<file path="config.mk">
export PLATFORM = sky130hd
export DESIGN_NAME = path_walker_flat
export DESIGN_NICKNAME = d
export VERILOG_FILES = /design/src/rtl/path_walker_pkg.sv /design/src/rtl/path_walker_if.sv /design/src/rtl/path_walker_stats.sv /design/src/rtl/path_walker.sv /design/src/flat_wrapper.sv
export SDC_FILE = /design/constraint.sdc
export NUM_CORES = 1
export LEC_CHECK = 0
export ABC_AREA = 1
export CAP_MARGIN = 0
export CELL_PAD_IN_SITES_DETAIL_PLACEMENT = 1
export CELL_PAD_IN_SITES_GLOBAL_PLACEMENT = 1
export CORE_ASPECT_RATIO = 1.2
export CORE_MARGIN = 2
export CORE_UTILIZATION = 35
export CTS_CLUSTER_SIZE = 24
export DETAILED_ROUTE_END_ITERATION = 12
export GPL_ROUTABILITY_DRIVEN = 0
export PLACE_DENSITY = 0.79
export RECOVER_POWER = 25
export SYNTH_ARGS = -nofsm -noshare
export SYNTH_HDL_FRONTEND = slang
export SYNTH_SLANG_ARGS = --single-unit
</file>
<file path="constraint.sdc">
create_clock -name clk_i -period 3.7 [get_ports clk_i]
set_input_delay 0.74 -clock clk_i [delete_from_list [all_inputs] [get_ports clk_i]]
set_output_delay 0.74 -clock clk_i [all_outputs]
set_load 0.05 [all_outputs]
</file>
<file path="src/rtl/path_walker_pkg.sv">
// Shared defaults and FSM state encodings for the path walker and the path ROM it reads.
package path_walker_pkg;

    localparam int T_DEF      = 64;
    localparam int LOG_T_DEF  = 6;
    localparam int PATH_W_DEF = 6;
    localparam int ACC_W_DEF  = 12;

    typedef enum logic [1:0] {
        ST_IDLE  = 2'd0,
        ST_FETCH = 2'd1,
        ST_DRAIN = 2'd2,
        ST_DONE  = 2'd3
    } walk_state_e;

endpackage

</file>
<file path="src/rtl/path_walker_if.sv">
// ROM fetch and result bus between the path walker (slave) and its requester/ROM (master).
interface path_walker_if
    import path_walker_pkg::*;
#(
    parameter int LOG_T  = LOG_T_DEF,
    parameter int PATH_W = PATH_W_DEF,
    parameter int ACC_W  = ACC_W_DEF
);
    logic                    start;
    logic [LOG_T-1:0]        address;
    logic [PATH_W-1:0]       data;
    logic                    busy;
    logic                    valid;
    logic signed [ACC_W-1:0] sum;
    logic signed [ACC_W-1:0] max_lvl;
    logic signed [ACC_W-1:0] min_lvl;

    modport master (
        output start, data,
        input  address, busy, valid, sum, max_lvl, min_lvl
    );

    modport slave (
        input  start, data,
        output address, busy, valid, sum, max_lvl, min_lvl
    );
endinterface

</file>
<file path="src/rtl/path_walker_stats.sv">
// Path level accumulator with running max/min. Define PATH_WALKER_SATURATE_EN to clamp
// each add to the signed accumulator range; otherwise the add wraps.
module path_walker_stats #(
    parameter int PATH_W = 6,
    parameter int ACC_W  = 12
) (
    input  logic                    clk_i,
    input  logic                    rst_i,
    input  logic                    clr_i,
    input  logic                    en_i,
    input  logic [PATH_W-1:0]       data_i,
    output logic signed [ACC_W-1:0] sum_o,
    output logic signed [ACC_W-1:0] max_o,
    output logic signed [ACC_W-1:0] min_o
);
    logic signed [ACC_W-1:0] step_ext;
    logic signed [ACC_W-1:0] level;
    logic signed [ACC_W-1:0] sum_q, sum_d, max_q, max_d, min_q, min_d;

    for (genvar gi = 0; gi < ACC_W; gi++) begin : g_ext
        if (gi < PATH_W) begin : g_bit
            assign step_ext[gi] = data_i[gi];
        end else begin : g_sign
            assign step_ext[gi] = data_i[PATH_W-1];
        end
    end

`ifdef PATH_WALKER_SATURATE_EN
    logic signed [ACC_W:0] wide;
    always_comb begin
        wide = {sum_q[ACC_W-1], sum_q} + {step_ext[ACC_W-1], step_ext};
        // Top two bits disagree only when the add left the ACC_W-bit range.
        if (wide[ACC_W] != wide[ACC_W-1]) begin
            level = wide[ACC_W] ? {1'b1, {(ACC_W-1){1'b0}}} : {1'b0, {(ACC_W-1){1'b1}}};
        end else begin
            level = wide[ACC_W-1:0];
        end
    end
`else
    assign level = sum_q + step_ext;
`endif

    always_comb begin
        sum_d = sum_q;
        max_d = max_q;
        min_d = min_q;
        if (clr_i) begin
            sum_d = '0;
            max_d = '0;
            min_d = '0;
        end else if (en_i) begin
            sum_d = level;
            if (level > max_q) max_d = level;
            if (level < min_q) min_d = level;
        end
    end

    always_ff @(posedge clk_i) begin
        if (rst_i) begin
            sum_q <= '0;
            max_q <= '0;
            min_q <= '0;
        end else begin
            sum_q <= sum_d;
            max_q <= max_d;
            min_q <= min_d;
        end
    end

    assign sum_o = sum_q;
    assign max_o = max_q;
    assign min_o = min_q;
endmodule

</file>
<file path="src/rtl/path_walker.sv">
// Sweeps the path ROM once per start and reports final/max/min path level with a valid pulse.
// Optional clamping of the running level is enabled with PATH_WALKER_SATURATE_EN.
module path_walker
    import path_walker_pkg::*;
#(
    parameter int T      = T_DEF,
    parameter int LOG_T  = LOG_T_DEF,
    parameter int PATH_W = PATH_W_DEF,
    parameter int ACC_W  = ACC_W_DEF
) (
    input  logic clk_i,
    input  logic rst_i,
    path_walker_if.slave bus
);
    walk_state_e      state_q, state_d;
    logic [LOG_T-1:0] addr_q, addr_d;
    logic             dvalid_q;
    logic             clr;
    logic signed [ACC_W-1:0] sum_w, max_w, min_w;

    always_comb begin
        state_d = state_q;
        addr_d  = addr_q;
        clr     = 1'b0;
        case (state_q)
            ST_IDLE: begin
                addr_d = '0;
                if (bus.start) begin
                    state_d = ST_FETCH;
                    clr     = 1'b1;
                end
            end
            ST_FETCH: begin
                // Address counter wraps back to 0 as the last address is issued.
                addr_d = addr_q + 1'b1;
                if (addr_q == LOG_T'(T - 1)) state_d = ST_DRAIN;
            end
            ST_DRAIN: state_d = ST_DONE;
            ST_DONE:  state_d = ST_IDLE;
            default:  state_d = ST_IDLE;
        endcase
    end

    always_ff @(posedge clk_i) begin
        if (rst_i) begin
            state_q  <= ST_IDLE;
            addr_q   <= '0;
            dvalid_q <= 1'b0;
        end else begin
            state_q  <= state_d;
            addr_q   <= addr_d;
            dvalid_q <= (state_q == ST_FETCH);
        end
    end

    path_walker_stats #(
        .PATH_W (PATH_W),
        .ACC_W  (ACC_W)
    ) u_stats (
        .clk_i  (clk_i),
        .rst_i  (rst_i),
        .clr_i  (clr),
        .en_i   (dvalid_q),
        .data_i (bus.data),
        .sum_o  (sum_w),
        .max_o  (max_w),
        .min_o  (min_w)
    );

    assign bus.address = addr_q;
    assign bus.busy    = (state_q != ST_IDLE);
    assign bus.valid   = (state_q == ST_DONE);
    assign bus.sum     = sum_w;
    assign bus.max_lvl = max_w;
    assign bus.min_lvl = min_w;
endmodule

</file>
<file path="src/flat_wrapper.sv">
// flat-port wrapper written by rule: the top's interface ports become plain ports
module path_walker_flat import path_walker_pkg::*;
#(
    parameter int T      = T_DEF,
    parameter int LOG_T  = LOG_T_DEF,
    parameter int PATH_W = PATH_W_DEF,
    parameter int ACC_W  = ACC_W_DEF
)
  (clk_i, rst_i, bus_start, bus_data, bus_address, bus_busy, bus_valid, bus_sum, bus_max_lvl, bus_min_lvl);
  path_walker_if #(.LOG_T(LOG_T), .PATH_W(PATH_W), .ACC_W(ACC_W)) bus_i ();
  input  logic clk_i;
  input  logic rst_i;
  input wire logic [$bits(bus_i.start)-1:0] bus_start;
  input wire logic [$bits(bus_i.data)-1:0] bus_data;
  output wire logic [$bits(bus_i.address)-1:0] bus_address;
  output wire logic [$bits(bus_i.busy)-1:0] bus_busy;
  output wire logic [$bits(bus_i.valid)-1:0] bus_valid;
  output wire logic [$bits(bus_i.sum)-1:0] bus_sum;
  output wire logic [$bits(bus_i.max_lvl)-1:0] bus_max_lvl;
  output wire logic [$bits(bus_i.min_lvl)-1:0] bus_min_lvl;
  assign bus_i.start = bus_start;
  assign bus_i.data = bus_data;
  assign bus_address = bus_i.address;
  assign bus_busy = bus_i.busy;
  assign bus_valid = bus_i.valid;
  assign bus_sum = bus_i.sum;
  assign bus_max_lvl = bus_i.max_lvl;
  assign bus_min_lvl = bus_i.min_lvl;
  path_walker #(.T(T), .LOG_T(LOG_T), .PATH_W(PATH_W), .ACC_W(ACC_W)) u_core (.clk_i(clk_i), .rst_i(rst_i), .bus(bus_i));
endmodule
</file>
-- Yosys cells after proc, flatten, opt, wreduce, memory -nomap -nowiden
Cells that the tools add are included.
- flip-flop bits (word level): 45
- input bits: 9
- output and inout bits: 44
- add/subtract/negate cells: 2
- magnitude comparators: 2
- equal/unequal tests: 6
- mux-type cells: 6
- reduce and logical (&&, ||, !) cells: 7
- operators with widths (cell ; count):
    12-bit by 6-bit adder with 12-bit output ; 1
    12-bit greater-than comparator ; 1
    12-bit < comparator ; 1
    6-bit one-hot mux with 2 select lines ; 1
    2-bit one-hot mux with 4 select lines ; 1
    6-bit by 1-bit adder with 6-bit output (second input constant) ; 1
    6-bit == test (second input constant) ; 1
    2-bit AND reduction ; 3
    2-bit == test (second input constant) ; 2
    2-bit 2-to-1 mux ; 2
    2-bit nonzero test ; 2
    2-bit by 1-bit == test with 1-bit output (second input constant) ; 1
    2-bit zero test ; 1
    1-bit 2-to-1 mux ; 2
    2-bit by 1-bit != test with 1-bit output (second input constant) ; 1
    2-bit != test (second input constant) ; 1
    2-bit OR reduction ; 1

-- Longest topological paths before layout
Gate-level depths: netlist of the first run.
- depth in word-level cells: 3
- gate-level depth with buffers: 24
- mapped depth without buffers: 23

-- Cells and area by module
Synthesis of the first run repeated with hierarchy kept, for this count alone.
- cells, all modules: 480
- area total of the unflattened synthesis: 3135.5 µm²
- modules (own cells, without submodules) (module ; instances ; cells an instance ; area each (µm²) ; sequential area each (µm²)):
    path_walker_stats ; 1 ; 412 ; 2621.3 ; 720.7
    path_walker ; 1 ; 68 ; 514.2 ; 180.2

-- Worst setup path before layout of the first run
No wires, ideal clock.
- path kind: input port to flip-flop
- start point: input bus_data[2]
- end point: register u_core.u_stats.min_q[1], in the netlist u_core.u_stats.min_o[1]
- arrival time: 2.967 ns
- required time: 3.587 ns
- slack: 0.620 ns
- cell stages on the path: 20
- cell sequence: ha_1 > a21oi_1 > nand2_1 > nand2_1 > nand2_1 > or2_2 > nand2_1 > inv_1 > ha_1 > nand2_1 > nand2_1 > nand2_1 > nand2_1 > a21oi_1 > nand2_1 > nand2_1 > nand3_2 > buf_4 > nor2_1 > nor2_1
- word-level cells in the longest chain between the ends: 3
- RTL lines (item ; line ; RTL):
    start, declared ; flat_wrapper.sv:14 ; input wire logic [$bits(bus_i.data)-1:0] bus_data;
    12-bit by 6-bit adder with 12-bit output ; path_walker_stats.sv:40 ; assign level = sum_q + step_ext;
    named net u_core.u_stats.level[5] ; path_walker_stats.sv:17 ; logic signed [ACC_W-1:0] level;
    12-bit < comparator ; path_walker_stats.sv:54 ; if (level < min_q) min_d = level;
    2-bit AND reduction (no source line) ; -- ;
    end signal, assigned ; path_walker_stats.sv:66 ; min_q <= min_d;
    end, declared ; path_walker_stats.sv:18 ; logic signed [ACC_W-1:0] sum_q, sum_d, max_q, max_d, min_q, min_d;
The timed path passes the listed nets, and every way through them passes these cells.
A chain may end at the register's enable or synchronous reset.

-- Worst setup path in the final report of the first run
- start point: input bus_data[2]
- end point: register u_core.u_stats.max_q[5], in the netlist u_core.u_stats.max_o[5]
- word-level cells in the longest chain between the ends: 3
- RTL lines (item ; line ; RTL):
    12-bit by 6-bit adder with 12-bit output ; path_walker_stats.sv:40 ;
    named net u_core.u_stats.level[9] ; path_walker_stats.sv:17 ;
    12-bit greater-than comparator ; path_walker_stats.sv:53 ; if (level > max_q) max_d = level;
    2-bit AND reduction (no source line) ; -- ;
    end signal, assigned ; path_walker_stats.sv:65 ; max_q <= max_d;
    end, declared ; path_walker_stats.sv:18 ;
The timed path passes the listed nets, and every way through them passes these cells.

==> impl_results.md, run 1 <==
- Outcome: finished clean
- # diodes: 0
- Mean Syn Cell Area: 6.65 µm²
- Crit path arrival time: 3.74 ns
- Clock sinks: 45
- Max stage delay cell, worst path: clkdlybuf4s50_1
- Leakage: 2.14 nW
- TritonCTS Buffers: 5
- Area of the mapped netlist: 3050 µm²
- Hold Buf Count CTS: 0
- Wire per inst: 14.1 µm
- First-pass GRT wire length: 14.6 mm
- Maximum Capacitance Violations: 0
- Worst R2R End: u_core.u_stats.max_o[5]$_SDFFE_PP0P_
- Syn nets: 508
- Yosys cell types: 36
- Power Total: 2.54 mW
- Tmin final: 3.53 ns
- Post-Route Skew: 0.00976 ns
- Critical path endpoint category: flip-flop
- Period utilization: 0.953
- CTS root buf: clkbuf_8
- Hold Crit Start: u_core.u_stats.sum_o[0]$_SDFFE_PP0P_
- Worst hold stages: 2
- Synth warn: 0
- Initial core utilization: 0.358
- Antenna violations before repair: 0
- Worst relative slew slack: 0.455
- Final TNS setup: 0 ns
- Total global-route track usage: 0.194
- Clock Path Buffers: 2
- Setup violations, final: 0
- FMAX: 284 MHz
- Post-synth EDFFs: 0
- Core Box Area: 8520 µm²
- Least-Margin Pin Slew: 0.817 ns
- GR Overflow Total: 0
- Synth async-reset ratio: 0
- Filler Cell Count: 1128
- Die ar.: 9480 µm²
- Insertion delay to the later sink of the worst-skew pair: 0.31 ns
- DRC: 0
- Largest net degree at the start of global routing: 30
- Top FF cell, synth: dfxtp_1
- Antenna-violating nets left: 0
- FP Rows: 37
- Layout cell share with drive strength beyond 1: 0.116
- Area of the multi-input gates: 1900 µm²
- H-Tree Level Count: 2
- Hold violation count in the final report: 0
- Initial drt markers: 84
- Reg2reg start: u_core.u_stats.sum_o[2]$_SDFFE_PP0P_
- Most used cell, CP: nand2_1
- VDD IR max: 0.000305 V
- CTS clock-pin slew for the worst setup and hold paths: 0.10 ns
- TritonCTS clock tree: built
- Nets: 591
- Worst Path Required: 3.91 ns
- Most common cell after layout, fill and taps aside: nand2_1
- I/O Buffers: 52
- Fin. max-slew vios: 0
- Min-Delay Path Class: reg -> reg
- DP HPWL: 6.98 mm
- Register area: 901 µm²
- Critical path launch point type: primary input
- Mapped Cells: 459
- Die Y: 106 µm
- Die Wd: 89.2 µm
- 1st-pass router iterations: 4
- PwrDens: 612 nW/µm²
- Critical Path Fanout Max: 12
- Critical Path, Cell by Cell: clkdlybuf4s50_1 > ha_1 > a21oi_1 > nand2_1 > nand2_1 > nand2_1 > nand2_1 > nand3_1 > nand2_1 > nand2_1 > ha_1 > a21oi_1 > nor2_1 > nor2_1 > nand4_1 > buf_12 > nand3_4 > nand2_1 > nand2_1 > nor2_1
- Vias: 3176
- Synthesis-stage register bit count: 45
- Hold Path End: u_core.u_stats.sum_o[0]$_SDFFE_PP0P_
- Number of global-route vias before repair: 3296
- Io pins: 53
- Seq/Total Area, Yosys: 0.295
- Area delta synth->final: 36.1%
- Vias per cell: 4.81
- Critical Path Max Stage Delay: 0.41 ns
- Most frequent cells in the layout: nand2_1 (127), nor2_1 (77), inv_1 (75)
- R2r setup slk: 0.65 ns
- Depth of the most critical reg-to-reg path: 19
- Crit Path Category: in -> reg
- Post-Route WL: 9.29 mm
-- report_power, final --
part / switching, mW / total (mW) / internal (mW) / leakage, nW
sequential: 0.0700 / 0.624 / 0.554 / 0.365
clock: 0.185 / 0.454 / 0.269 / 0.0681
combinational: 0.915 / 1.46 / 0.548 / 1.71
total: 1.17 / 2.54 / 1.37 / 2.14
-- cell type report --
class | instances | area share
clock inverters | 3 | 0.0157
repair buffers | 85 | 0.190
well taps | 117 | 0.0353
inverters | 76 | 0.0687
flip-flops and latches | 45 | 0.217
multi-input cells | 329 | 0.457
clock buffers | 5 | 0.0166
-- cell usage after synthesis (all sizes together), types with 3 or more instances --
cell	number	area [µm²]
xor2	4	42.6
a21oi	20	100
buf	9	70.1
ha	39	488
nand3	14	92.6
o211ai	3	22.5
o21ai	15	75.1
nand4	3	18.8
nor2	79	299
dfxtp	45	901
inv	76	285
nand2	132	498
-- logic make-up (layout without fill, tap and decap cells) --
logic type	Yosys count	in the layout	share of synthesized area
AND/OR/NAND/NOR	233	235	0.308
flip-flops	45	45	0.295
buffers and inverters	87	169	0.119
AO/OA/AOI/OAI	48	48	0.0911
adder cells (fa/ha/maj)	40	40	0.167
XOR/XNOR	6	6	0.0197
-- flip-flops by register name (all words and copies together), names as in the netlist --
name and flops:
u_core.u_stats.sum_o 12, u_core.state_q 2, u_core.u_stats.min_o 12, u_core.u_stats.max_o 12, u_core.bus.address 6, u_core.dvalid_q 1
-- metal layers --
metal / global-route usage / vias up / routed length [µm]
met2: 0.375 / 59 / 5010
met5: 0 / - / 0
met1: 0.211 / 1510 / 3740
met4: 0.0469 / 0 / 229
met3: 0.0349 / 19 / 313
li1: - / 1588 / -
-- what timing repair did --
| item | in CTS | in global routing |
|---|---|---|
| pin swaps | 0 | 3 |
| gates resized for setup | 1 | 18 |
| buffers inserted | 0 | 2 |
| gates cloned | 0 | 2 |
| setup endpoints to repair | 24 | 24 |
-- worst max path at each step --
stage	start	to	slack [ns]	cells after the start
5_1_grt	bus_data[2]	u_core.u_stats.max_o[5]$_SDFFE_PP0P_	-0.04	21
4_1_cts	bus_data[4]	u_core.u_stats.min_o[9]$_SDFFE_PP0P_	0.09	24
3_3_place_gp	bus_data[5]	u_core.u_stats.min_o[10]$_SDFFE_PP0P_	-0.25	20
2_1_floorplan	bus_data[2]	u_core.u_stats.min_o[1]$_SDFFE_PP0P_	0.62	20
3_5_place_dp	bus_data[5]	u_core.u_stats.min_o[10]$_SDFFE_PP0P_	-0.41	20
6_report	bus_data[2]	u_core.u_stats.max_o[5]$_SDFFE_PP0P_	0.17	20
-- metrics by stage --
step                cell area, µm²  setup slack (ns)  std cells  utilization  hold slack, ns
finish                        4150             0.173        660        0.487           0.511
global route                  4150           -0.0445        660        0.487           0.547
CTS                           4010            0.0863        656        0.471           0.521
detailed placement            3880            -0.411        648        0.455           0.505
global placement              3880            -0.251        648        0.455           0.475
floorplan                     3050             0.620        459            -           0.490
-- critical path, delay by kind of cell --
family	cells	cell delay, ns
and+or+nand+nor	14	1.46
adders and majority gates	2	0.64
buffers and inverters	2	0.59
AOI/OAI and AO/OA	2	0.30
No activity file was read; power rests on OpenSTA's default activity.
==> inputs of run 2 (changes only) <==
Settings changed: RECOVER_POWER 25 to default.
==> impl_results.md, run 2 (same netlist as run 1, synthesis figures left out) <==
- Die Wd: 89.2 µm (unchanged)
- Top Usage Layer GRT: met2
- Critical path launch point type: primary input
- 1st-pass router iterations: 4 (unchanged)
- DP HPWL: 6.98 mm (unchanged)
- Fin. max-slew vios: 0 (unchanged)
- Post-route cell area: 4160 µm² (about the same)
- PwrDens: 613 nW/µm² (+0.20%)
- # diodes: 0 (unchanged)
- Hold Buf Count CTS: 0 (unchanged)
- DRC: 0 (unchanged)
- Most common cell after layout, fill and taps aside: nand2_1
- Antenna violations before repair: 0 (unchanged)
- Core Box Area: 8520 µm² (unchanged)
- Placed Instance Area: 3880 µm² (unchanged)
- VDD IR max: 0.000308 V (+0.87%)
- Met3 usage: 0.0349 (unchanged)
- Pre-CTS setup slack: -0.411 ns (unchanged)
- Post-Route WL: 9.28 mm (-0.17%)
- GR Overflow Total: 0 (unchanged)
- Die ar.: 9480 µm² (unchanged)
- FMAX: 283 MHz (about the same)
- CTS clock-pin slew for the worst setup and hold paths: 0.10 ns (about the same)
- Crit Path Category: in -> reg
- Grt met2 use: 0.375 (unchanged)
- Critical path endpoint category: flip-flop
- Total global-route track usage: 0.194 (unchanged)
- TritonCTS Buffers: 5 (unchanged)
- Leakage: 2.11 nW (-1.6%)
- Worst relative slew slack: 0.454 (about the same)
- Least-Margin Pin Slew: 0.817 ns (+0.000426 ns)
- Most frequent cells in the layout: nand2_1 (127), nor2_1 (77), inv_1 (75)
- Nets: 591 (unchanged)
- Tmin final: 3.53 ns (+0.00197 ns)
- Final TNS setup: 0 ns (unchanged)
- Period utilization: 0.954 (about the same)
- CTS root buf: clkbuf_8
- I/O Buffers: 52 (unchanged)
- Maximum Capacitance Violations: 0 (unchanged)
- Vias: 3169 (-0.22%)
- Initial core utilization: 0.358 (unchanged)
- Wire per inst: 14.1 µm (-0.17%)
- Io pins: 53 (unchanged)
- First-pass GRT wire length: 14.6 mm (unchanged)
- Die Y: 106 µm (unchanged)
- Filler Cell Count: 1127 (-0.089%)
- FP Rows: 37 (unchanged)
- Met1 global-route usage: 0.211 (unchanged)
- Number of global-route vias before repair: 3296 (unchanged)
- Crit path arrival time: 3.74 ns (about the same)
- Antenna-violating nets left: 0 (unchanged)
- Clock sinks: 45 (unchanged)
- Area delta synth->final: 36.2% (about the same)
- H-Tree Level Count: 2 (unchanged)
- Post-Route Skew: 0.0102 ns (+0.000394 ns)
- Outcome: finished clean
- TritonCTS clock tree: built
- Layout cell share with drive strength beyond 1: 0.118 (+0.00184)
- Insertion delay to the later sink of the worst-skew pair: 0.31 ns (about the same)
- Critical Path Fanout Max: 12 (unchanged)
- Initial drt markers: 78 (-7.1%)
- Min-Delay Path Class: reg -> reg
- Final WS setup: 0.171 ns (-0.00197 ns)
- Worst Path Required: 3.91 ns (about the same)
- Clock Path Buffers: 2 (unchanged)
- Vias per cell: 4.80 (-0.22%)
- Setup violations, final: 0 (unchanged)
- Hold violation count in the final report: 0 (unchanged)
- Power Total: 2.55 mW (+0.29%)
- Largest net degree at the start of global routing: 30 (unchanged)
## run 2: changes by cell type in the layout (fill, tap and decap cells not counted), sizes merged
cell           delta
clkdlybuf4s50    +11
dlygate4sd3      -11
## run 2: worst max-delay path, cell delays in order
cell,delay [ns]
clkdlybuf4s50_1,0.41
ha_1,0.31
a21oi_1,0.15
nand2_1,0.12
nand2_1,0.07
nand2_1,0.07
nand2_1,0.10
nand3_1,0.07
nand2_1,0.06
nand2_1,0.15
ha_1,0.34
a21oi_1,0.15
nor2_1,0.07
nor2_1,0.19
nand4_1,0.20
buf_12,0.18
nand3_4,0.16
nand2_1,0.09
nand2_1,0.07
nor2_1,0.04
## run 2: per-stage QoR
step | instances | hold slack, ns | util
floorplan | 459 | 0.490 | -
global placement | 648 | 0.475 | 0.455
detailed placement | 648 | 0.505 | 0.455
CTS | 656 | 0.521 | 0.471
global route | 660 | 0.547 | 0.488
finish | 660 | 0.511 | 0.488
## run 2: report_power, final
part           internal [mW]  switching (mW)
clock network          0.269           0.185
logic                  0.554           0.916
registers              0.554          0.0707
total                   1.38            1.17
## run 2: layout make-up
type / count / area [µm²] / share of cell area
Clock buffer: 5 / 68.8 / 0.0166
Clock inverter: 3 / 65.1 / 0.0157
Inverter: 76 / 285 / 0.0687
Multi-Input combinational cell: 329 / 1900 / 0.458
Sequential cell: 45 / 901 / 0.217
Tap cell: 117 / 146 / 0.0352
Timing Repair Buffer: 85 / 787 / 0.189
## run 2: routing by layer
metal | part of all wire | wire (µm) | up-vias
met5 | 0 | 0 | -
met4 | 0.025 | 229 | 0
met3 | 0.034 | 312 | 19
met2 | 0.54 | 5000 | 57
met1 | 0.40 | 3730 | 1507
li1 | - | - | 1586
## run 2: final timing paths
path	start	endpoint	slack (ns)	cells after the start
min	u_core.u_stats.sum_o[0]$_SDFFE_PP0P_	u_core.u_stats.sum_o[0]$_SDFFE_PP0P_	0.51	2
min reg2reg	u_core.u_stats.sum_o[0]$_SDFFE_PP0P_	u_core.u_stats.sum_o[0]$_SDFFE_PP0P_	0.51	2
max	bus_data[2]	u_core.u_stats.max_o[5]$_SDFFE_PP0P_	0.17	20
max reg2reg	u_core.u_stats.sum_o[2]$_SDFFE_PP0P_	u_core.u_stats.max_o[5]$_SDFFE_PP0P_	0.65	19
## run 2: timing repair
item                                    in CTS  in global routing
pin swaps                                    0                  3
setup buffers                                0                  2
gates cloned                                 0                  2
gates resized for setup                      1                 18
endpoints found under the setup margin      24                 24
==> inputs of run 3 (changes only) <==
Settings changed: GPL_TIMING_DRIVEN from default to 0.
==> impl_results.md, run 3 (same netlist as run 1, synthesis figures left out) <==
- TritonCTS Buffers: 5 (unchanged)
- Most common cell after layout, fill and taps aside: nand2_1
- Total global-route track usage: 0.187 (-0.00760)
- DP HPWL: 6.59 mm (-5.6%)
- Worst R2R End: u_core.u_stats.min_o[6]$_SDFFE_PP0P_
- FP Rows: 37 (unchanged)
- Io pins: 53 (unchanged)
- Worst relative slew slack: 0.622 (+0.167)
- Worst Path Required: 3.91 ns (about the same)
- Largest net degree at the start of global routing: 13 (-57%)
- Maximum Capacitance Violations: 0 (unchanged)
- 1st-pass router iterations: 4 (unchanged)
- Core Box Area: 8520 µm² (unchanged)
- Antenna violations before repair: 0 (unchanged)
- VDD IR max: 0.000264 V (-14%)
- Nets: 570 (-3.6%)
- Pre-CTS setup slack: -0.522 ns (-0.111 ns)
- Post-Route WL: 8.49 mm (-8.5%)
- Least-Margin Pin Slew: 0.567 ns (-0.250 ns)
- Finished Core Util: 0.460 (-0.0279)
- GR Overflow Total: 0 (unchanged)
- Hold Path End: u_core.u_stats.sum_o[0]$_SDFFE_PP0P_
- Most frequent cells in the layout: nand2_1 (127), nor2_1 (77), inv_1 (75)
- Die Y: 106 µm (unchanged)
- Area delta synth->final: 28.4%
- Tmin final: 3.56 ns (+0.0292 ns)
- Worst hold stages: 2 (unchanged)
- H-Tree Level Count: 2 (unchanged)
- Final WS setup: 0.142 ns (-0.0292 ns)
- Period utilization: 0.962 (+0.00790)
- Insertion delay to the later sink of the worst-skew pair: 0.31 ns (about the same)
- Layout cell share with drive strength beyond 1: 0.0787 (-0.0392)
- Die Wd: 89.2 µm (unchanged)
- Min-Delay Path Class: reg -> reg
- Setup violations, final: 0 (unchanged)
- Hold Buf Count CTS: 0 (unchanged)
- TritonCTS clock tree: built
- Crit Path Category: in -> reg
- Placed Instance Area: 3710 µm² (-4.4%)
- Leakage: 1.97 nW (-6.5%)
- Die ar.: 9480 µm² (unchanged)
- Depth of the most critical reg-to-reg path: 20 (+1)
- Initial core utilization: 0.358 (unchanged)
- Clock sinks: 45 (unchanged)
- Clock Path Buffers: 2 (unchanged)
- Antenna-violating nets left: 0 (unchanged)
- WHS: 0.506 ns (-0.00412 ns)
- Critical path endpoint category: flip-flop
- PwrDens: 578 nW/µm² (-5.7%)
- Vias: 3013 (-4.9%)
- Outcome: finished clean
- Reg2reg start: u_core.u_stats.sum_o[0]$_SDFFE_PP0P_
- First-pass GRT wire length: 14.0 mm (-4.6%)
- Post-Route Skew: 0.00759 ns (-0.00257 ns)
- # diodes: 0 (unchanged)
- FMAX: 281 MHz (-0.82%)
- Number of global-route vias before repair: 3094 (-6.1%)
- Post-route cell area: 3920 µm² (-5.7%)
- CTS clock-pin slew for the worst setup and hold paths: 0.09 ns (about the same)
- Critical Path Fanout Max: 10 (-2)
- Hold violation count in the final report: 0 (unchanged)
- DRC: 0 (unchanged)
- Initial drt markers: 105 (+35%)
- Crit path arrival time: 3.77 ns (+0.03 ns)
- Wire per inst: 13.3 µm (-5.3%)
- R2r setup slk: 0.63 ns (-0.02 ns)
- Hold Crit Start: u_core.u_stats.sum_o[0]$_SDFFE_PP0P_
- Vias per cell: 4.72 (-1.6%)
- Critical path launch point type: primary input
- I/O Buffers: 51 (-1.9%)
- CTS root buf: clkbuf_8
- Fin. max-slew vios: 0 (unchanged)
run 3: changes by cell type in the layout (fill, tap and decap cells not counted), moves of 2 or more:
cell	change
ha_2	+2
ha_1	-2
buf_2	+2
bufinv_16	-2
buf_4	-24
clkbuf_1	+3
buf_6	+2
run 3: per-layer routing:
metal | GRT usage | part of all wire | routed length (µm) | vias up
met3 | 0.0342 | 0.026 | 223 | 9
met1 | 0.209 | 0.42 | 3600 | 1422
met2 | 0.352 | 0.54 | 4560 | 37
met4 | 0.0458 | 0.012 | 103 | 0
met5 | 0 | 0 | 0 | -
li1 | - | - | - | 1545
run 3: through the flow:
step	std cells	total power [mW]	setup TNS, ns
floorplan	459	1.52	0
global placement	627	1.83	-8.39
detailed placement	627	1.88	-11.33
CTS	634	2.22	0
global route	638	2.47	-0.903
finish	638	2.26	0
run 3: worst max-delay path by stage:
stage | from | end | slack, ns | cells past startpoint
finish | bus_data[0] | u_core.u_stats.min_o[6]$_SDFFE_PP0P_ | 0.14 | 21
global route | bus_data[0] | u_core.u_stats.min_o[6]$_SDFFE_PP0P_ | -0.09 | 20
CTS | bus_data[0] | u_core.u_stats.min_o[1]$_SDFFE_PP0P_ | 0.0008 | 18
detailed placement | bus_data[5] | u_core.u_stats.min_o[1]$_SDFFE_PP0P_ | -0.52 | 19
global placement | bus_data[5] | u_core.u_stats.min_o[9]$_SDFFE_PP0P_ | -0.38 | 19
floorplan | bus_data[2] | u_core.u_stats.min_o[1]$_SDFFE_PP0P_ | 0.62 | 20
run 3: final cells by class:
class                           instances  area, µm²
Clock buffer                            7       86.3
Fill cell                            1158       4600
Inverter                               76        285
Sequential cell                        45        901
Tap cell                              117        146
Multi-Input combinational cell        327       1880
Timing Repair Buffer                   55        536
Buffer                                 11       81.3
run 3: report_power, final:
| group | internal [mW] | switching, mW |
|---|---|---|
| Sequential | 0.554 | 0.0522 |
| Combinational | 0.463 | 0.862 |
| Clock | 0.149 | 0.185 |
| Total | 1.17 | 1.10 |
run 3: what timing repair did:
action	in CTS	in global routing
endpoints found under the setup margin	24	24
pin swaps	0	3
hold endpoints to repair	0	0
buffers inserted	0	4
gates resized for setup	1	20
run 3: worst max-delay path: stages:
cell,delay (ns)
clkdlybuf4s50_1,0.41
ha_1,0.23
fa_2,0.39
nand2_1,0.14
nand3_4,0.12
nand2_1,0.10
nand2_2,0.08
xor2_4,0.22
ha_1,0.29
nand2_1,0.06
nor2_2,0.14
inv_1,0.06
nor2_1,0.09
nand2_1,0.08
nand2_1,0.07
nand2_1,0.10
nand3_4,0.12
buf_6,0.16
nand2_1,0.06
nand2_1,0.06
nor2_1,0.04
